`config.mk`:
```
export PLATFORM = sky130hd
export DESIGN_NAME = alu_seq
export DESIGN_NICKNAME = d
export VERILOG_FILES = /design/src/rtl/alu_pkg.sv /design/src/rtl/alu_seq_flags.sv /design/src/rtl/alu_seq.sv
export SDC_FILE = /design/constraint.sdc
export NUM_CORES = 1
export LEC_CHECK = 0
export CAP_MARGIN = 5
export CORE_ASPECT_RATIO = 1.4
export CORE_MARGIN = 2
export CORE_UTILIZATION = 42
export DETAILED_ROUTE_END_ITERATION = 6
export PLACE_DENSITY = 0.79
export SLEW_MARGIN = 0
export SYNTH_ARGS = -nofsm -noshare
export SYNTH_HDL_FRONTEND = slang
export SYNTH_HIERARCHICAL = 1
export SYNTH_SLANG_ARGS = --single-unit
```
`constraint.sdc`:
```
create_clock -name clk -period 2.5 [get_ports clk]
set_input_delay 0.75 -clock clk [delete_from_list [all_inputs] [get_ports clk]]
set_output_delay 0.75 -clock clk [all_outputs]
set_load 0.02 [all_outputs]
```
`src/rtl/alu_pkg.sv`:
```
// rtl/alu_pkg.sv - shared types, control-word layout and function table for the nibble ALU
package alu_pkg;

    typedef enum logic [3:0] {
        ADD = 4'd0, ADC = 4'd1, SUB = 4'd2, SBC = 4'd3,
        AND = 4'd4, XOR = 4'd5, OR  = 4'd6, CP  = 4'd7,
        CPL = 4'd8, INC = 4'd9, DEC = 4'd10
    } alu_cmd_t;

    typedef enum logic [1:0] {NO_LD = 2'd0, BUS_LD = 2'd1, ZERO_LD = 2'd2} alu_ld_t;
    typedef enum logic [1:0] {NO_SH = 2'd0, SH_L = 2'd1, SH_R = 2'd2} alu_sh_t;
    typedef enum logic [1:0] {NO_OE = 2'd0, SH_OE = 2'd1, RES_OE = 2'd2} alu_oe_t;

    typedef struct packed {
        logic r;
        logic s;
        logic v;
        logic ne;
    } alu_fn_t;

    typedef struct packed {
        logic [7:0] op;
        alu_sh_t    sh;
        alu_oe_t    oe;
        alu_ld_t    la;
        alu_ld_t    lb;
        logic       r;
        logic       s;
        logic       v;
        logic       ne;
        logic       ci;
        logic       l;
        logic       h;
    } alu_line_t;

    localparam alu_line_t ALU_NOP = '0;

    // r=AND, s=XOR, v=OR, otherwise add; ne inverts the B operand (subtract, CPL of a zeroed A)
    localparam alu_fn_t ALU_FN [16] = '{
        4'b0000, 4'b0000, 4'b0001, 4'b0001,
        4'b1000, 4'b0100, 4'b0010, 4'b0001,
        4'b0001, 4'b0000, 4'b0001, 4'b0000,
        4'b0000, 4'b0000, 4'b0000, 4'b0000
    };

    localparam int FLAG_Z = 3;
    localparam int FLAG_N = 2;
    localparam int FLAG_H = 1;
    localparam int FLAG_C = 0;

endpackage

```
`src/rtl/alu_seq_flags.sv`:
```
// rtl/alu_seq_flags.sv - SM83 flag values and write masks from the sampled ALU status
module alu_seq_flags
    import alu_pkg::*;
(
    input  alu_cmd_t   i_op,
    input  logic       i_h_raw,
    input  logic       i_zero,
    input  logic       i_carry,
    output logic [3:0] o_flags,
    output logic [3:0] o_mask
);

    // Subtractive ops see carry-out as "no borrow", so H and C are inverted
    always_comb begin
        o_flags = 4'b0000;
        o_mask  = 4'b0000;
        case (i_op)
            ADD, ADC: begin
                o_flags[FLAG_Z] = i_zero;
                o_flags[FLAG_H] = i_h_raw;
                o_flags[FLAG_C] = i_carry;
                o_mask          = 4'b1111;
            end
            SUB, SBC, CP: begin
                o_flags[FLAG_Z] = i_zero;
                o_flags[FLAG_N] = 1'b1;
                o_flags[FLAG_H] = ~i_h_raw;
                o_flags[FLAG_C] = ~i_carry;
                o_mask          = 4'b1111;
            end
            AND: begin
                o_flags[FLAG_Z] = i_zero;
                o_flags[FLAG_H] = 1'b1;
                o_mask          = 4'b1111;
            end
            XOR, OR: begin
                o_flags[FLAG_Z] = i_zero;
                o_mask          = 4'b1111;
            end
            CPL: begin
                o_flags[FLAG_N] = 1'b1;
                o_flags[FLAG_H] = 1'b1;
                o_mask          = 4'b0110;
            end
            INC: begin
                o_flags[FLAG_Z] = i_zero;
                o_flags[FLAG_H] = i_h_raw;
                o_mask          = 4'b1110;
            end
            DEC: begin
                o_flags[FLAG_Z] = i_zero;
                o_flags[FLAG_N] = 1'b1;
                o_flags[FLAG_H] = ~i_h_raw;
                o_mask          = 4'b1110;
            end
            default: begin
                o_flags = 4'b0000;
                o_mask  = 4'b0000;
            end
        endcase
    end

endmodule

```
`src/rtl/alu_seq.sv`:
```
// rtl/alu_seq.sv - expands ALU commands into per-cycle control words and registers the result
module alu_seq
    import alu_pkg::*;
(
    input  logic       clk,
    input  logic       reset,
    input  logic       cmd_valid,
    output logic       cmd_ready,
    input  alu_cmd_t   cmd_op,
    input  logic [7:0] cmd_a,
    input  logic [7:0] cmd_b,
    input  logic       cmd_cin,
    output alu_line_t  line,
    input  logic [7:0] alu_result,
    input  logic       alu_zero,
    input  logic       alu_carry,
    output logic       res_valid,
    output logic [7:0] res_data,
    output logic       res_we,
    output logic [3:0] res_flags,
    output logic [3:0] res_flags_we
);

    typedef enum logic [2:0] {S_IDLE, S_LDB, S_LDA, S_LO, S_HI} state_t;

    state_t     r_state;
    state_t     w_next;
    alu_cmd_t   r_op;
    logic [7:0] r_a;
    logic [7:0] r_b;
    logic       r_cin;
    logic       r_h_raw;
    logic       w_accept;
    logic       w_ci;
    alu_fn_t    w_fn;
    logic [3:0] w_flags;
    logic [3:0] w_mask;

    assign cmd_ready = (r_state == S_IDLE) || (r_state == S_HI);
    assign w_accept  = cmd_valid && cmd_ready;
    assign w_fn      = ALU_FN[r_op];

    always_comb begin
        w_ci = 1'b0;
        case (r_op)
            SUB, CP, DEC: w_ci = 1'b1;
            ADC:          w_ci = r_cin;
            SBC:          w_ci = ~r_cin;
            default:      w_ci = 1'b0;
        endcase
    end

    always_comb begin
        w_next = r_state;
        line   = ALU_NOP;
        case (r_state)
            S_IDLE: begin
                if (w_accept) w_next = S_LDB;
            end
            S_LDB: begin
                w_next   = S_LDA;
                line.op  = (r_op == INC || r_op == DEC) ? 8'h01 : r_b;
                line.sh  = NO_SH;
                line.oe  = SH_OE;
                line.lb  = BUS_LD;
            end
            S_LDA: begin
                w_next   = S_LO;
                line.op  = r_a;
                line.la  = (r_op == CPL) ? ZERO_LD : BUS_LD;
            end
            S_LO: begin
                w_next   = S_HI;
                line.r   = w_fn.r;
                line.s   = w_fn.s;
                line.v   = w_fn.v;
                line.ne  = w_fn.ne;
                line.ci  = w_ci;
                line.l   = 1'b1;
            end
            S_HI: begin
                w_next   = w_accept ? S_LDB : S_IDLE;
                line.r   = w_fn.r;
                line.s   = w_fn.s;
                line.v   = w_fn.v;
                line.ne  = w_fn.ne;
                line.h   = 1'b1;
                line.oe  = RES_OE;
            end
            default: w_next = S_IDLE;
        endcase
    end

    always_ff @(posedge clk) begin
        if (reset) begin
            r_state <= S_IDLE;
        end else begin
            r_state <= w_next;
        end
    end

    always_ff @(posedge clk) begin
        if (!reset && w_accept) begin
            r_op  <= cmd_op;
            r_a   <= cmd_a;
            r_b   <= cmd_b;
            r_cin <= cmd_cin;
        end
        if (r_state == S_LO) begin
            r_h_raw <= alu_carry;
        end
    end

    alu_seq_flags u_flags (
        .i_op    (r_op),
        .i_h_raw (r_h_raw),
        .i_zero  (alu_zero),
        .i_carry (alu_carry),
        .o_flags (w_flags),
        .o_mask  (w_mask)
    );

    always_ff @(posedge clk) begin
        if (reset) begin
            res_valid    <= 1'b0;
            res_data     <= 8'h00;
            res_we       <= 1'b0;
            res_flags    <= 4'b0000;
            res_flags_we <= 4'b0000;
        end else begin
            res_valid <= (r_state == S_HI);
            if (r_state == S_HI) begin
                res_data     <= alu_result;
                res_we       <= (r_op != CP);
                res_flags    <= w_flags;
                res_flags_we <= w_mask;
            end
        end
    end

endmodule

```
==> metrics.md <==
| Metric | Value |
|---|---|
| Non-Filler Instances | `309` |
| Slowest-stage cell, CP | `or3b_4` |
| Layout Utilization | `66.5%` |
| Number of routed nets with antenna violations | `0` |
| RSZ-0062 raised after global routing | `yes` |
| CP Data Arrival Time | `1800 ps` |
| Startpoint Class | `flip-flop` |
| Crit path cell chain | `or3b_4 > a31oi_4 > buf_6 > buf_6 > a22o_1 > buf_6` |
| Num CTS Buffers | `5` |
| Main synth FF type | `edfxtp_1` |
| Post-synthesis mux area share | `0.614%` |
| Synth Area in XOR/XNOR | `1.91%` |
| Commonest non-fill, non-tap cell in the layout | `clkdlybuf4s50_1` |
| Compound-Gate Fraction of Synth Area | `14.5%` |
| CP required | `1750 ps` |
| Overflow left after global routing | `0` |
| Final setup vio count | `2` |
| Clk_skew | `7.12 ps` |
| Min Clock Period, post-route | `2550 ps` |
| Failing checks | `negative setup slack` |
| Dpl cells | `297` |
| # fillers | `340` |
| Clk_lat worst skew | `290 ps` |
| Hold Fails Final Rpt | `0` |
| H-tree Lvls | `2` |
| Worst-path maximum fanout | `5` |
| Drt total wl | `4470 um` |
| Starting Density | `43.6%` |
| Largest buffer count on any clock path | `2` |
| Worst hold path type | `flip-flop to flip-flop` |
| Vias per cell | `5.10` |
| Most used cells in the layout excluding fill and tap cells | `clkdlybuf4s50_1 (53), nand2_1 (36), edfxtp_1 (22)` |
| Largest net degree at the start of global routing | `21` |
| Status | `complete, but fails checks` |
| Post-DP HPWL | `3020 um` |
| EDFF count, synth | `22` |
| Die Y | `82.2 um` |
| Fin nets | `297` |
| Clk sinks | `43` |
| Max-Cap Viols | `0` |
| First-pass GRT wire length | `6730 um` |
| 1st-iter DRT viols | `44` |
| CTS root buffer | `clkbuf_8` |
| Clock-pin slew on the worst setup and hold paths | `80 ps` |
| Ys Warns | `6` |
| Crit-path max cell delay | `410 ps` |
| Vias | `1577` |
| Largest family of logic cells by synthesized area | `simple AND/OR/NAND/NOR gates` |
| Core Box Area | `4200 um2` |
| GPL Wtd Cong | `0.712` |
| Yosys cell types | `41` |
| Vias in the first global route | `1522` |
| Hold WS | `456 ps` |
| # IOs | `76` |
| Pwr/cell area | `607 nW/um2` |
| Layout area overhead | `52.5%` |
| ANT cells | `0` |
| Crit share post-route | `102%` |
| CP Capture Type | `output port` |
| Most frequent CP cell | `buf_6` |
| Residual DRC count | `0` |
| Average wire per standard cell | `14.5 um` |
| Port Buffers | `72` |
| Synthesis-stage register bit count | `43` |
| Die area | `4920 um2` |
| Adder-cell share of the synthesized area | `0%` |
| Post-CTS Hold Fix Bufs | `0` |
| F_max | `392 MHz` |
| Leak pwr | `1.10 nW` |
| TritonCTS clock tree | `done` |
| Fraction of layout cells with a size suffix above 1 | `20.8%` |
| Tot GR Track Use | `18.7%` |
| Setup_tns | `-55.6 ps` |
| Initial antenna violation count | `0` |
| Simple-gate portion of the synthesized area | `17.2%` |
| Async SR Flop Fraction | `0%` |
| Cell area after synthesis | `1830 um2` |
| Pre-Repair DR Iteration Count | `4` |
| Final worst slack | `-51.9 ps` |
| Avg Inst Size Synth | `10.5 um2` |
| Die X | `59.9 um` |
| Crit path kind | `flip-flop to output port` |
| Sequential area share after synthesis | `58.9%` |
| Fin. max-slew vios | `0` |
| Synth Instances | `175` |
| VDD IR-drop max | `0.517 mV` |
| FP Rows | `28` |
[logic make-up (layout without fill, tap and decap cells)]
group,after synthesis,after routing
and+or+nand+nor,64,64
DFF,43,43
AOI/OAI and AO/OA,39,39
buffers and inverters,23,110
xor gates and xnor gates,4,4
other,1,3
muxes,1,1
[cells in the mapped netlist, drive strengths merged, types with 2 or more instances]
library cell   n  area (um2)
a31oi          2        27.5
nand2b         4        25.0
dfxtp         21         420
a21o           2        15.0
edfxtp        22         661
buf           11        76.3
nor2b          2        15.0
inv            7        26.3
clkbuf         4        15.0
nand3b         2        15.0
or3b           2        20.0
a211oi         2        15.0
o21ai          3        15.0
nor4           2        12.5
a21oi         18        90.1
nand2         36         135
nor2           9        33.8
a22o           7        61.3
nor4b          2        23.8
xnor2          3        26.3
[layout make-up]
class / instances / area (um2) / area share [%]
sequential: 43 / 1090 / 38.9
timing repair buffer: 94 / 863 / 30.9
multi-input combinational: 111 / 658 / 23.5
clock buffer: 8 / 101 / 3.62
tap: 45 / 56.3 / 2.01
inverter: 8 / 31.3 / 1.12
[per-stage QoR]
stage / worst slack, ps / area, um2 / power, mW
after global routing: -110 / 2800 / 1.76
after CTS: -171 / 2760 / 1.68
after global placement: -103 / 2660 / 1.19
after detailed placement: -172 / 2660 / 1.19
final: -51.9 / 2800 / 1.70
after floorplan: 118 / 1840 / 1.01
[worst max-delay path: cells and delay by family (launching register included)]
family / cells / cell delay (ps)
AOI/OAI and AO/OA: 2 / 380
DFF: 1 / 380
buffers and inverters: 3 / 340
and+or+nand+nor: 1 / 410
[worst paths after layout]
check	startpoint	to	slack (ps)	cells past startpoint
max reg2reg	r_state[0]	r_b[7]	1000	4
min	res_data[3]	res_data[3]	460	2
max	r_state[0]	line[17]	-50	6
min reg2reg	res_data[3]	res_data[3]	460	2
[sequential cells by signal, indices dropped and copies added (netlist names)]
signal and cells:
r_a 8, r_b 8, res_data 8, r_op 4, res_flags 4, res_flags_we 4
r_state 3, r_cin 1, r_h_raw 1, res_valid 1, res_we 1
[repair_timing]
| action | in CTS | in global routing |
|---|---|---|
| setup endpoints to repair | 19 | 16 |
| setup buffers | 3 | 1 |
| gates resized for setup | 59 | 27 |
| pin swaps | 0 | 4 |
[power breakdown]
part           internal (mW)  switching [mW]  total [mW]
clock                  0.259           0.232       0.491
combinational          0.208           0.195       0.404
sequential             0.782          0.0218       0.804
total                   1.25           0.449        1.70
[per-layer routing]
| layer | part of all wire [%] | global-route usage, % | vias to the layer above |
|---|---|---|---|
| met5 | 0 | 0 | - |
| met4 | 2.5 | 8.89 | 0 |
| met3 | 9.0 | 6.39 | 12 |
| met2 | 51 | 32.4 | 79 |
| met1 | 37 | 19.8 | 710 |
| li1 | - | - | 776 |
Power figures use the tool's default switching activity.
